$ cat src/rtl/led_sequence_controller_pkg.sv
// Shared mode encodings, default tick counts and timer sizing for the LED sequencer.
package led_seq_pkg;

    localparam logic [1:0] MODE_OFF   = 2'd0;
    localparam logic [1:0] MODE_HOLD  = 2'd1;
    localparam logic [1:0] MODE_BLINK = 2'd2;
    localparam logic [1:0] MODE_CHASE = 2'd3;

    localparam int DEF_N_LEDS         = 4;
    localparam int DEF_DEBOUNCE_TICKS = 500_000;
    localparam int DEF_HOLD_TICKS     = 25_000_000;
    localparam int DEF_BLINK_TICKS    = 12_500_000;
    localparam int DEF_STEP_TICKS     = 6_250_000;

    // Width of the shared down-counter; kept at least 1 bit for tiny periods.
    function automatic int timer_w(input int a, input int b, input int c);
        int m;
        int w;
        m = a;
        if (b > m) m = b;
        if (c > m) m = c;
        w = $clog2(m);
        return (w < 1) ? 1 : w;
    endfunction

endpackage

$ cat src/rtl/led_sequence_controller_if.sv
// Button-in / LED-out bundle between the board pins and the sequencer.
interface led_seq_if #(
    parameter int N_LEDS = 4
);
    logic              i_press;
    logic [N_LEDS-1:0] o_leds;
    logic [1:0]        o_mode;

    modport master (output i_press, input o_leds, input o_mode);
    modport slave  (input i_press, output o_leds, output o_mode);
endinterface

$ cat src/rtl/led_sequence_controller_debouncer.sv
// Synchronises the raw button, debounces it and emits a one-cycle pulse on each
// accepted rising level.
module button_debouncer #(
    parameter int DEBOUNCE_TICKS = 500_000
) (
    input  logic i_clk,
    input  logic i_rst,
    input  logic i_raw,
    output logic o_level,
    output logic o_press
);
    localparam int CW = $clog2(DEBOUNCE_TICKS);
    localparam logic [CW-1:0] CNT_LAST = CW'(DEBOUNCE_TICKS - 1);

    logic          s1_q, s2_q;
    logic          level_q, level_d;
    logic          prev_q;
    logic [CW-1:0] cnt_q, cnt_d;

    always_comb begin
        level_d = level_q;
        cnt_d   = cnt_q;
        if (s2_q == level_q) begin
            cnt_d = '0;
        end else if (cnt_q == CNT_LAST) begin
            level_d = s2_q;
            cnt_d   = '0;
        end else begin
            cnt_d = cnt_q + CW'(1);
        end
    end

    always_ff @(posedge i_clk) begin
        if (i_rst) begin
            s1_q    <= 1'b0;
            s2_q    <= 1'b0;
            level_q <= 1'b0;
            prev_q  <= 1'b0;
            cnt_q   <= '0;
        end else begin
            s1_q    <= i_raw;
            s2_q    <= s1_q;
            level_q <= level_d;
            prev_q  <= level_q;
            cnt_q   <= cnt_d;
        end
    end

    assign o_level = level_q;
    assign o_press = level_q & ~prev_q;

endmodule

$ cat src/rtl/led_sequence_controller.sv
// Single-button LED mode sequencer: OFF -> HOLD -> BLINK -> CHASE -> OFF, one shared
// down-counter paces the timed on-pulse, the blink phases and the chase steps.
module led_sequence_controller
    import led_seq_pkg::*;
#(
    parameter int N_LEDS         = DEF_N_LEDS,
    parameter int DEBOUNCE_TICKS = DEF_DEBOUNCE_TICKS,
    parameter int HOLD_TICKS     = DEF_HOLD_TICKS,
    parameter int BLINK_TICKS    = DEF_BLINK_TICKS,
    parameter int STEP_TICKS     = DEF_STEP_TICKS
) (
    input  logic     i_clk,
    input  logic     i_rst,
    led_seq_if.slave bus
);
    localparam int TW = timer_w(HOLD_TICKS, BLINK_TICKS, STEP_TICKS);
    localparam logic [TW-1:0] HOLD_LOAD  = TW'(HOLD_TICKS - 1);
    localparam logic [TW-1:0] BLINK_LOAD = TW'(BLINK_TICKS - 1);
    localparam logic [TW-1:0] STEP_LOAD  = TW'(STEP_TICKS - 1);
    localparam logic [N_LEDS-1:0] ALL_ON = '1;
    localparam logic [N_LEDS-1:0] BIT0   = N_LEDS'(1);

    logic              press;
    logic              level_unused;
    logic [1:0]        state_q, state_d;
    logic [TW-1:0]     timer_q, timer_d;
    logic [N_LEDS-1:0] leds_q, leds_d;
    logic              tmo;

    button_debouncer #(.DEBOUNCE_TICKS(DEBOUNCE_TICKS)) u_deb (
        .i_clk  (i_clk),
        .i_rst  (i_rst),
        .i_raw  (bus.i_press),
        .o_level(level_unused),
        .o_press(press)
    );

    assign tmo = (timer_q == '0);

    // A press always wins over a coincident timeout, so it is decoded first.
    always_comb begin
        state_d = state_q;
        timer_d = timer_q;
        leds_d  = leds_q;
        if (press) begin
            case (state_q)
                MODE_OFF: begin
                    state_d = MODE_HOLD;
                    timer_d = HOLD_LOAD;
                    leds_d  = ALL_ON;
                end
                MODE_HOLD: begin
                    state_d = MODE_BLINK;
                    timer_d = BLINK_LOAD;
                    leds_d  = ALL_ON;
                end
                MODE_BLINK: begin
                    state_d = MODE_CHASE;
                    timer_d = STEP_LOAD;
                    leds_d  = BIT0;
                end
                default: begin
                    state_d = MODE_OFF;
                    timer_d = '0;
                    leds_d  = '0;
                end
            endcase
        end else begin
            case (state_q)
                MODE_HOLD: begin
                    if (tmo) begin
                        state_d = MODE_OFF;
                        leds_d  = '0;
                    end else begin
                        timer_d = timer_q - TW'(1);
                    end
                end
                MODE_BLINK: begin
                    if (tmo) begin
                        leds_d  = ~leds_q;
                        timer_d = BLINK_LOAD;
                    end else begin
                        timer_d = timer_q - TW'(1);
                    end
                end
                MODE_CHASE: begin
                    if (tmo) begin
                        leds_d  = {leds_q[N_LEDS-2:0], leds_q[N_LEDS-1]};
                        timer_d = STEP_LOAD;
                    end else begin
                        timer_d = timer_q - TW'(1);
                    end
                end
                default: ;
            endcase
        end
    end

    always_ff @(posedge i_clk) begin
        if (i_rst) begin
            state_q <= MODE_OFF;
            timer_q <= '0;
            leds_q  <= '0;
        end else begin
            state_q <= state_d;
            timer_q <= timer_d;
            leds_q  <= leds_d;
        end
    end

    assign bus.o_leds = leds_q;
    assign bus.o_mode = state_q;

endmodule

$ cat src/flat_wrapper.sv
// flat-port wrapper written by rule: the top's interface ports become plain ports
module led_sequence_controller_flat import led_seq_pkg::*;
#(
    parameter int N_LEDS         = DEF_N_LEDS,
    parameter int DEBOUNCE_TICKS = DEF_DEBOUNCE_TICKS,
    parameter int HOLD_TICKS     = DEF_HOLD_TICKS,
    parameter int BLINK_TICKS    = DEF_BLINK_TICKS,
    parameter int STEP_TICKS     = DEF_STEP_TICKS
)
  (i_clk, i_rst, bus_i_press, bus_o_leds, bus_o_mode);
  led_seq_if #(.N_LEDS(N_LEDS)) bus_i ();
  input  logic i_clk;
  input  logic i_rst;
  input wire logic [$bits(bus_i.i_press)-1:0] bus_i_press;
  output wire logic [$bits(bus_i.o_leds)-1:0] bus_o_leds;
  output wire logic [$bits(bus_i.o_mode)-1:0] bus_o_mode;
  assign bus_i.i_press = bus_i_press;
  assign bus_o_leds = bus_i.o_leds;
  assign bus_o_mode = bus_i.o_mode;
  led_sequence_controller #(.N_LEDS(N_LEDS), .DEBOUNCE_TICKS(DEBOUNCE_TICKS), .HOLD_TICKS(HOLD_TICKS), .BLINK_TICKS(BLINK_TICKS), .STEP_TICKS(STEP_TICKS)) u_core (.i_clk(i_clk), .i_rst(i_rst), .bus(bus_i));
endmodule
$ cat config.mk
export PLATFORM = sky130hd
export DESIGN_NAME = led_sequence_controller_flat
export DESIGN_NICKNAME = d
export VERILOG_FILES = /design/src/rtl/led_sequence_controller_pkg.sv /design/src/rtl/led_sequence_controller_if.sv /design/src/rtl/led_sequence_controller_debouncer.sv /design/src/rtl/led_sequence_controller.sv /design/src/flat_wrapper.sv
export SDC_FILE = /design/constraint.sdc
export NUM_CORES = 1
export LEC_CHECK = 0
export CORE_AREA = 2 2 77 79
export CTS_BUF_LIST = sky130_fd_sc_hd__clkbuf_2 sky130_fd_sc_hd__clkbuf_4 sky130_fd_sc_hd__clkbuf_8
export CTS_CLUSTER_DIAMETER = 40
export DETAILED_ROUTE_END_ITERATION = 10
export DIE_AREA = 0 0 79 81
export PLACE_DENSITY = 0.87
export SETUP_SLACK_MARGIN = 0.4
export SKIP_CTS_REPAIR_TIMING = 1
export SLEW_MARGIN = 25
export SYNTH_ARGS = -nofsm -noshare
export SYNTH_HDL_FRONTEND = slang
export SYNTH_HIERARCHICAL = 1
export SYNTH_SLANG_ARGS = --single-unit
$ cat constraint.sdc
create_clock -name i_clk -period 2.24 [get_ports i_clk]
set_clock_uncertainty 0.15 [all_clocks]
set_input_delay 0.448 -clock i_clk [delete_from_list [all_inputs] [get_ports i_clk]]
set_output_delay 0.448 -clock i_clk [all_outputs]
set_load 0.1 [all_outputs]
# After elaboration in Yosys (flattened, before gate mapping)
# Index checks and enable logic that the tools add are counted.
[totals]
regBits = 54
inputBits = 3
output_inout_bits = 6
word_cells = 50
[op_classes]
n_addsub = 2
n_eq_ne = 9
n_mux = 16
n_bitwise = 4
n_reduce_logical = 11
[ops]
columns = ["cell", "n"]
rows = [
  ["$pmux 25 s3", 2],
  ["$mux 25", 4],
  ["$logic_not 25->1", 1],
  ["$sub 25x1->25 const B", 1],
  ["$add 19x1->19 const B", 1],
  ["$eq 19x19->1 const B", 1],
  ["$mux 4", 4],
  ["$pmux 4 s3", 1],
  ["$ne 3x1->1 const B", 3],
  ["$pmux 4 s2", 1],
  ["$mux 2", 3],
  ["$pmux 2 s3", 1],
  ["$reduce_and 2->1", 3],
  ["$eq 2x2->1 const B", 2],
  ["$not 4->4", 1],
  ["$reduce_and 4->1", 1],
  ["$reduce_bool 2->1", 2],
  ["$reduce_bool 4->1", 1],
  ["$ne 3x2->1 const B", 1],
  ["$reduce_or 3->1", 1],
  ["$eq 2x1->1 const B", 1],
  ["$logic_not 2->1", 1],
  ["$not 1->1", 2],
  ["$reduce_or 2->1", 1],
  ["2 further kinds", 2],
]

# Depth between registers and ports, before layout
# Gate-level depths: netlist (run 1).
[logic_depth]
depth_word = 4
mapped_depth = 10
mapped_depth_nobuf = 8

# Cells and area by module
# Netlist (run 1), hierarchy kept.
[by_module_without_submodules]
columns = ["module", "n_inst", "cells_each", "area_each_um2", "seq_area_each_um2"]
rows = [
  ["led_sequence_controller", 1, 276, 2135.8, 620.6],
  ["button_debouncer", 1, 109, 999.7, 460.4],
]

# Least setup slack after synthesis (run 1)
# No wires, ideal clock.
[synth_timing]
path_kind = "register -> register"
start = "reg u_core.state_q[0] (netlist: u_core/bus.o_mode[0])"
end = "reg u_core.timer_q[6]"
setup_time_ps = 128
arrival_time_ps = 2685
required_ps = 1962
slack_ps = -723
path_stages_with_launch = 9
n_path_buf = 1
period_less_slack_ps = 2963
cell_sequence = "dfxtp_1 -> inv_1 -> ha_1 -> nor2_1 -> a41oi_4 -> or2_1 -> buf_2 -> a32oi_1 -> nor2_1"
[synth_between]
elab_chain_len = 3
word_cells_on_any_way = 8
classes_between = "eq/ne: 4; mux: 2; reduce/logical: 2"
[synth_rtl]
columns = ["item", "line_no", "rtl"]
rows = [
  ["from (decl)", "led_sequence_controller.sv:25", "logic [1:0] state_q, state_d;"],
  ["from (signal assigned)", "led_sequence_controller.sv:105", "state_q <= state_d;"],
  ["$eq 2x2->1 / $eq 2x1->1 (equally long branches)", "led_sequence_controller.sv:69", "case (state_q)"],
  ["$pmux 25 s3, or another cell as far along", "led_sequence_controller.sv:69", ""],
  ["$mux 25 / $reduce_and 2->1 (equally long branches)", "-", ""],
  ["to (signal assigned)", "led_sequence_controller.sv:106", "timer_q <= timer_d;"],
  ["to (decl)", "led_sequence_controller.sv:26", "logic [TW-1:0] timer_q, timer_d;"],
]
# Several ways; a longest one is shown, not always the timed one.
# A chain may end at the register's enable or synchronous reset.

# Final worst setup path (run 1)
[layout_timing]
start = "reg u_core.timer_q[1]"
end = "reg u_core.timer_q[17]"
[layout_between]
elab_chain_len = 4
word_cells_on_any_way = 9
classes_between = "add/sub: 1; eq/ne: 1; mux: 5; reduce/logical: 2"
[layout_rtl]
columns = ["item", "line_no", "rtl"]
rows = [
  ["$sub 25x1->25 / $logic_not 25->1 (equally long branches)", "-", ""],
  ["$mux 25, on equally long branches", "led_sequence_controller.sv:87, led_sequence_controller.sv:71, led_sequence_controller.sv:79", ""],
  ["$pmux 25 s3", "led_sequence_controller.sv:69", ""],
  ["$mux 25", "led_sequence_controller.sv:45", "if (press) begin"],
]
# Several ways; a longest one is shown, not always the timed one. The select of a mux whose other input is x is not followed.

==> metrics.md, run 1 <==
| Metric | Value |
|---|---|
| Post-synthesis cell type with the largest combined area | `dfxtp_1` |
| Tot Pwr | `about 1.7 mW` |
| Fillers | `roughly 370` |
| Synth top area cells | `dfxtp_1 34%, nor2_1 6.0%, nand2_1 3.6%, nor3_1 3.4%, xnor2_1 3.4%` |
| Synth async-reset ratio | `0%` |
| Total CTS buffers | `5` |
| Final worst slack | `-0.0382 ns` |
| Sequential Area | `0.00111 mm2` |
| I/O pin cnt | `9` |
| Final hold vios | `0` |
| Number of global-route vias before repair | `3041` |
| Status | `finished with violations` |
| CTS Buffer Depth | `2` |
| Synth Register Bits | `between 50 and 60` |
| Worst-path cell chain | `inv_2 -> ha_4 -> nor3b_4 -> and4_4 -> a41oi_4 -> or2_4 -> nor2_2 -> a221o_1` |
| Port Buf Inserts | `8` |
| Crit. End Element | `register` |
| Avg Cell Area, Syn | `a little over 8 um2` |
| Drt wl/cell | `slightly below 20 um` |
| Final HPWL DP | `~5800 um` |
| Least-Margin Pin Slew | `around 0.53 ns` |
| Failing checks | `negative setup slack` |
| Dominant synthesized flop cell | `dfxtp_1` |
| TritonCTS clock tree | `yes` |
| Slew Viols, Final | `0` |
| Worst setup path end | `u_core/timer_q[17]$_SDFFE_PP0P_` |
| Crit start category | `register` |
| Post-synth top area share | `34.5%` |
| Critical path depth in cells | `8` |
| Vias post-DR | `about 3500` |
| Flop-to-flop setup slack | `-0.04 ns` |
| Critical path startpoint | `u_core/timer_q[1]$_SDFFE_PP0P_` |
| Commonest non-fill, non-tap cell in the layout | `buf_4` |
| GP Congestion | `0.956` |
| Power per cell area | `around 400 mW/mm2` |
| Hold WS | `around 0.30 ns` |
| Commonest non-fill, non-tap cells in the layout | `47 x buf_4, 42 x dfxtp_1, 36 x nor2_1` |
| Largest net degree at the start of global routing | `27` |
| Full die area | `0.00640 mm2` |
| GRT Overall Usage | `26.8%` |
| Core ar. | `about 0.0057 mm2` |
| Post-DRT Antenna Nets | `0` |
| Hold Crit Class | `reg2reg` |
| Max incr delay on CP | `between 0.3 and 0.4 ns` |
| Row count | `28` |
| Skew-Pair Late Insertion Delay | `approximately 0.32 ns` |
| Synth Instances | `just under 400` |
| Setup TNS | `-0.125 ns` |
| FF-to-FF path depth | `8` |
| CP max-delay cell | `dfxtp_2` |
| Ant diodes | `0` |
| Clk slew on worst S/H paths | `0.10 ns` |
| CP required | `2.36 ns` |
| Tmin final | `between 2 and 2.5 ns` |
| Area Overhead vs Synth | `35.0%` |
| Die width | `between 70 and 80 um` |
| DRT Wirelength | `about 10000 um` |
| Post-synthesis net count | `approximately 400` |
| WP data arrival | `2.40 ns` |
| Leak | `roughly 1.5 nW` |
| Seq/Total Area, Yosys | `between 30% and 40%` |
| Share of cells above drive strength 1 | `between 30% and 40%` |
| CP Buf/Inv Count | `1` |
| Final Cycle Share | `102%` |
| DRC | `0` |
| Number of synthesized flops with an enable pin | `0` |
| Distinct cell type count of the synthesized netlist | `between 70 and 80` |
| Syn Std Cell Area | `approximately 0.0031 mm2` |
| Sink Count | `54` |
| Relative slew slack | `64.0%` |
| Crit-path max FO | `7` |
| Fmax | `approximately 440 MHz` |
| Drt initial violations | `444` |
| Final setup viols | `5` |
| Total congestion overflow | `0` |
| RSZ-0062 raised after global routing | `true` |
| Crit path kind | `reg2reg` |
| Post-layout utilization of the core | `74.6%` |
| Worst flop-to-flop path endpoint | `u_core/timer_q[17]$_SDFFE_PP0P_` |
| R2r startpoint | `u_core/timer_q[1]$_SDFFE_PP0P_` |
| Global-route wire length before repair | `about 14000 um` |
| First-pass DRT Iterations | `6` |
| CTS Root Buffer Type | `clkbuf_8` |
| Min-Delay Path Depth | `1` |
| Nets | `453` |
| Routed vias/inst | `approximately 6.7` |
| Initial antenna violation count | `0` |
| Area of the multi-input gates | `around 0.0023 mm2` |
| VDD IR max | `381 uV` |
| Warnings from Yosys | `6` |
| Die Y | `between 80 and 90 um` |
| Starting Density | `between 50% and 60%` |
| Htree depth | `2` |
| Max cap viols | `0` |
| CP delay by family, top | `simple AND/OR/NAND/NOR gates` |
-- through the flow --
step | instances | instance area [um2] | worst slack [ns]
6_report | 519 | 4230 | -0.0382
3_5_place_dp | 486 | 3620 | 0.0699
3_3_place_gp | 486 | 3620 | 0.0994
5_1_grt | 519 | 4230 | -0.121
2_1_floorplan | 385 | 3280 | 0.0419
4_1_cts | 494 | 3730 | 0.0494
-- worst register-to-register path, cell delays in order, from the launching register on --
cell	delay [ns]
dfxtp_2	0.36
inv_2	0.07
ha_4	0.13
nor3b_4	0.24
and4_4	0.35
a41oi_4	0.15
or2_4	0.33
nor2_2	0.24
a221o_1	0.21
-- state kept, by name, summed over array words and instances, names as in the netlist --
register,cells
u_core/u_deb/s2_q,1
u_core/u_deb/o_level,1
u_core/u_deb/cnt_q,19
u_core/bus.o_leds,4
u_core/u_deb/s1_q,1
u_core/timer_q,25
u_core/u_deb/prev_q,1
u_core/bus.o_mode,2
-- report_power, final --
part	switching (mW)	internal, mW	total [mW]
Sequential	0.00156	0.956	0.957
Clock	0.348	0.339	0.688
Combinational	0.0253	0.0178	0.0431
-- cells by family after synthesis --
group                    count (synthesis)  share of synthesized area (%)
XOR/XNOR                                15                           4.19
buffers and inverters                   32                           4.27
AO/OA/AOI/OAI                           95                           22.0
adder cells (fa/ha/maj)                  7                           2.79
multiplexers                             1                          0.359
flip-flops                              54                           34.5
AND/OR/NAND/NOR                        181                           31.9
-- layout make-up --
cell class | count | area share, %
Multi-Input combinational cell | 300 | 54.1
Sequential cell | 54 | 26.2
Timing Repair Buffer | 63 | 13.0
Tap cell | 75 | 2.22
Inverter | 19 | 1.80
Clock buffer | 5 | 1.63
Clock inverter | 3 | 1.12
-- worst min-delay path by stage --
stage,start,endpoint
floorplan,u_core/u_deb/s1_q$_SDFF_PP0_,u_core/u_deb/s2_q$_SDFF_PP0_
global placement,u_core/u_deb/s1_q$_SDFF_PP0_,u_core/u_deb/s2_q$_SDFF_PP0_
detailed placement,u_core/u_deb/cnt_q[0]$_SDFF_PP0_,u_core/u_deb/cnt_q[0]$_SDFF_PP0_
CTS,u_core/u_deb/cnt_q[0]$_SDFF_PP0_,u_core/u_deb/cnt_q[0]$_SDFF_PP0_
global route,u_core/u_deb/cnt_q[0]$_SDFF_PP0_,u_core/u_deb/cnt_q[0]$_SDFF_PP0_
finish,u_core/u_deb/cnt_q[0]$_SDFF_PP0_,u_core/u_deb/cnt_q[0]$_SDFF_PP0_
-- routing by layer --
| metal | wire [um] | GRT usage (%) | up-vias |
|---|---|---|---|
| met1 | 3770 | 31.9 | 1612 |
| met4 | 576 | 14.7 | 0 |
| met3 | 779 | 4.22 | 68 |
| met2 | 4980 | 46.4 | 224 |
| li1 | - | - | 1552 |
| met5 | 0 | 0 | - |
-- synth_stat cells, types with 2 or more instances --
| master | count |
|---|---|
| ha_1 | 7 |
| buf_2 | 2 |
| a22oi_1 | 3 |
| xnor2_1 | 12 |
| or3_4 | 2 |
| a31oi_1 | 5 |
| a221o_1 | 2 |
| nor3_2 | 2 |
| nand2_1 | 30 |
| a21boi_0 | 2 |
| a22o_1 | 3 |
| nand3_2 | 2 |
| a32oi_1 | 3 |
| o211ai_1 | 5 |
| o31ai_1 | 3 |
| clkbuf_1 | 8 |
| nor2b_1 | 5 |
| or3_1 | 2 |
| a211oi_1 | 5 |
| dfxtp_1 | 54 |
| or2_1 | 2 |
| a21oi_2 | 2 |
| nand3b_1 | 3 |
| a21oi_1 | 19 |
| o41ai_1 | 3 |
| o31a_1 | 2 |
| inv_1 | 19 |
| o21ai_0 | 18 |
| nand3_1 | 14 |
| nand2b_2 | 3 |
| or4_1 | 3 |
| and4_1 | 3 |
| xor2_1 | 3 |
| nor2_1 | 50 |
| nor4_1 | 14 |
| nand4_1 | 12 |
| a2bb2oi_1 | 3 |
| nor3_1 | 21 |
No activity file was read; power rests on OpenSTA's default activity.
==> run 2: changes to the inputs <==
--- a/config.mk
+++ b/config.mk
@@ -5,11 +5,11 @@
 export SDC_FILE = /design/constraint.sdc
 export NUM_CORES = 1
 export LEC_CHECK = 0
-export CORE_AREA = 2 2 77 79
+export CORE_AREA = 4 4 79 81
 export CTS_BUF_LIST = sky130_fd_sc_hd__clkbuf_2 sky130_fd_sc_hd__clkbuf_4 sky130_fd_sc_hd__clkbuf_8
 export CTS_CLUSTER_DIAMETER = 40
 export DETAILED_ROUTE_END_ITERATION = 10
-export DIE_AREA = 0 0 79 81
+export DIE_AREA = 0 0 83 85
 export PLACE_DENSITY = 0.87
 export SETUP_SLACK_MARGIN = 0.4
 export SKIP_CTS_REPAIR_TIMING = 1
==> metrics.md, run 2 (same netlist as run 1, synthesis figures left out) <==
| Metric | Value |
|---|---|
| Fmax | `about 420 MHz` |
| Skew-Pair Late Insertion Delay | `0.33 ns` |
| Failing checks | `negative setup slack` |
| Crit path kind | `reg2reg` |
| Number of global-route vias before repair | `about 2900` |
| Min-Delay Path Depth | `1` |
| Power per cell area | `394 mW/mm2` |
| Met2 Use GR | `39.3%` |
| Largest net degree at the start of global routing | `25` |
| Full die area | `~0.007 mm2` |
| Final setup viols | `12` |
| Post-placement cell count | `approximately 500` |
| CP delay by family, top | `simple AND/OR/NAND/NOR gates` |
| Relative slew slack | `60.8%` |
| Die width | `~83 um` |
| CP max-delay cell | `nor4_1` |
| Most common cell on crit path | `buf_4` |
| Global-route wire length before repair | `about 14000 um` |
| Switching Fraction | `a little under a quarter` |
| Max cap viols | `0` |
| Worst flop-to-flop path endpoint | `u_core/timer_q[21]$_SDFFE_PP0P_` |
| Routed vias/inst | `approximately 7.1` |
| Crit. End Element | `register` |
| Post-DRT Antenna Nets | `0` |
| DRT Wirelength | `~12000 um` |
| Total CTS buffers | `5` |
| Commonest non-fill, non-tap cell in the layout | `buf_4` |
| Grt met3 use | `under 10%` |
| Psw | `around 410 uW` |
| First-pass DRT Iterations | `6` |
| Clk network pwr share | `just over 40%` |
| Starting Density | `a little under three fifths` |
| Hold Crit Endpoint | `u_core/u_deb/s2_q$_SDFF_PP0_` |
| Ant diodes | `0` |
| Worst-path cell chain | `nor4_1 -> buf_4 -> nand3_1 -> nor4_4 -> buf_4 -> a21o_2 -> a31oi_1 -> nor3_1` |
| Row count | `27` |
| WP data arrival | `2.47 ns` |
| Final hold vios | `0` |
| CTS Root Buffer Type | `clkbuf_8` |
| Least-Margin Pin Slew | `slightly below 0.6 ns` |
| Clk slew on worst S/H paths | `between 0.1 and 0.15 ns` |
| Sequential share of power | `55.6%` |
| Status | `finished with violations` |
| Count of non-filler cells in the finished layout | `519` |
| Vias post-DR | `roughly 3700` |
| GRT Overall Usage | `23.5%` |
| TritonCTS clock tree | `yes` |
| Crit start category | `register` |
| Drt wl/cell | `~23 um` |
| Hold Crit Class | `reg2reg` |
| Global Route met1 Usage | `around 30%` |
| Total congestion overflow | `0` |
| Commonest non-fill, non-tap cells in the layout | `46 x buf_4, 42 x dfxtp_1, 28 x nand2_1` |
| Number of flip-flops in the largest register | `25` |
| Htree depth | `2` |
| Busiest grt layer | `met2` |
| Core ar. | `0.00547 mm2` |
| Sink Count | `54` |
| DRC | `0` |
| Tmin final | `between 2 and 2.5 ns` |
| Tot Pwr | `between 1.5 and 2 mW` |
| Initial antenna violation count | `0` |
| Final worst slack | `-0.139 ns` |
| Combinational Power Share | `under 10%` |
| Port Buf Inserts | `8` |
| Nets | `456` |
| I/O pin cnt | `9` |
| CP required | `roughly 2.3 ns` |
| Pint | `about 1.3 mW` |
| CTS Buffer Depth | `2` |
| Share of cells above drive strength 1 | `about two fifths` |
| Largest Register | `u_core/timer_q` |
| Fillers | `310` |
| Die Y | `about 85 um` |
| Crit-path max FO | `6` |
| R2r startpoint | `u_core/timer_q[0]$_SDFFE_PP0P_` |
| Leak | `1.52 nW` |
| Max incr delay on CP | `0.42 ns` |
| RSZ-0062 raised after global routing | `true` |
| FF-to-FF path depth | `8` |
| VDD IR max | `389 uV` |
| CP Buf/Inv Count | `2` |
| Final Cycle Share | `106%` |
| HP Start | `u_core/u_deb/s1_q$_SDFF_PP0_` |
| Drt initial violations | `506` |
| Flop-to-flop setup slack | `-0.14 ns` |
| Slew Viols, Final | `0` |
| GP Congestion | `slightly above 0.9` |
| Final HPWL DP | `approximately 6000 um` |
| Area Overhead vs Synth | `39.3%` |
[run 2: stage by stage]
step           instance area, um2  util [%]  TNS [ns]  worst slack, ns  hold slack, ns
2_1_floorplan                3280         -         0           0.0419           0.264
3_3_place_gp                 3640      66.5         0           0.0566           0.294
3_5_place_dp                 3640      66.5   -0.0713          -0.0521           0.287
4_1_cts                      3750      68.6    -0.131          -0.0712           0.308
5_1_grt                      4370      79.8     -2.07           -0.239           0.322
6_report                     4370      79.8    -0.649           -0.139           0.308
[run 2: how the worst max path moves through the flow]
stage          slack [ns]  depth (start not counted)                         endpoint                            start
4_1_cts             -0.07                          8   u_core/timer_q[9]$_SDFFE_PP0P_   u_core/timer_q[0]$_SDFFE_PP0P_
2_1_floorplan        0.04                         10   u_core/timer_q[6]$_SDFFE_PP0P_   u_core/timer_q[1]$_SDFFE_PP0P_
3_5_place_dp        -0.05                          8   u_core/timer_q[9]$_SDFFE_PP0P_   u_core/timer_q[0]$_SDFFE_PP0P_
6_report            -0.14                          8  u_core/timer_q[21]$_SDFFE_PP0P_   u_core/timer_q[0]$_SDFFE_PP0P_
5_1_grt             -0.24                          7  u_core/timer_q[19]$_SDFFE_PP0P_   u_core/timer_q[0]$_SDFFE_PP0P_
3_3_place_gp         0.06                          7  u_core/timer_q[21]$_SDFFE_PP0P_  u_core/timer_q[12]$_SDFFE_PP0P_
[run 2: power groups by stage]
stage / Clock, mW / Sequential, mW / Combinational (mW)
3_3_place_gp: 0 / 0.983 / 0.0363
3_5_place_dp: 0 / 0.983 / 0.0366
6_report: 0.714 / 0.956 / 0.0494
2_1_floorplan: 0 / 0.983 / 0.0184
4_1_cts: 0.700 / 0.961 / 0.0367
5_1_grt: 0.743 / 0.957 / 0.0512
[run 2: area by class of cell]
class | count | area (um2) | share of cell area, %
clock buffer | 5 | 68.8 | 1.58
multi-input combinational | 300 | 2390 | 54.7
clock inverter | 3 | 47.5 | 1.09
tap | 72 | 90.1 | 2.06
timing repair buffer | 66 | 586 | 13.4
sequential | 54 | 1110 | 25.4
inverter | 19 | 76.3 | 1.75
[run 2: routing by layer]
layer	wire length [um]	part of all wire (%)
met1	4190	36
met2	5460	47
met3	1150	9.8
met4	925	7.9
met5	0	0
[run 2: worst register-to-register path, stage by stage, from the launching register on]
cell	delay [ns]
dfxtp_4	0.38
nor4_1	0.42
buf_4	0.20
nand3_1	0.14
nor4_4	0.40
buf_4	0.20
a21o_2	0.11
a31oi_1	0.09
nor3_1	0.21
==> run 3: changes to the inputs <==
--- a/config.mk
+++ b/config.mk
@@ -10,6 +10,7 @@
 export CTS_CLUSTER_DIAMETER = 40
 export DETAILED_ROUTE_END_ITERATION = 10
 export DIE_AREA = 0 0 83 85
+export HOLD_SLACK_MARGIN = 0.03
 export PLACE_DENSITY = 0.87
 export SETUP_SLACK_MARGIN = 0.4
 export SKIP_CTS_REPAIR_TIMING = 1
==> results of run 3 <==
Same layout as run 2: the final DEF is identical, and so are final timing and power.
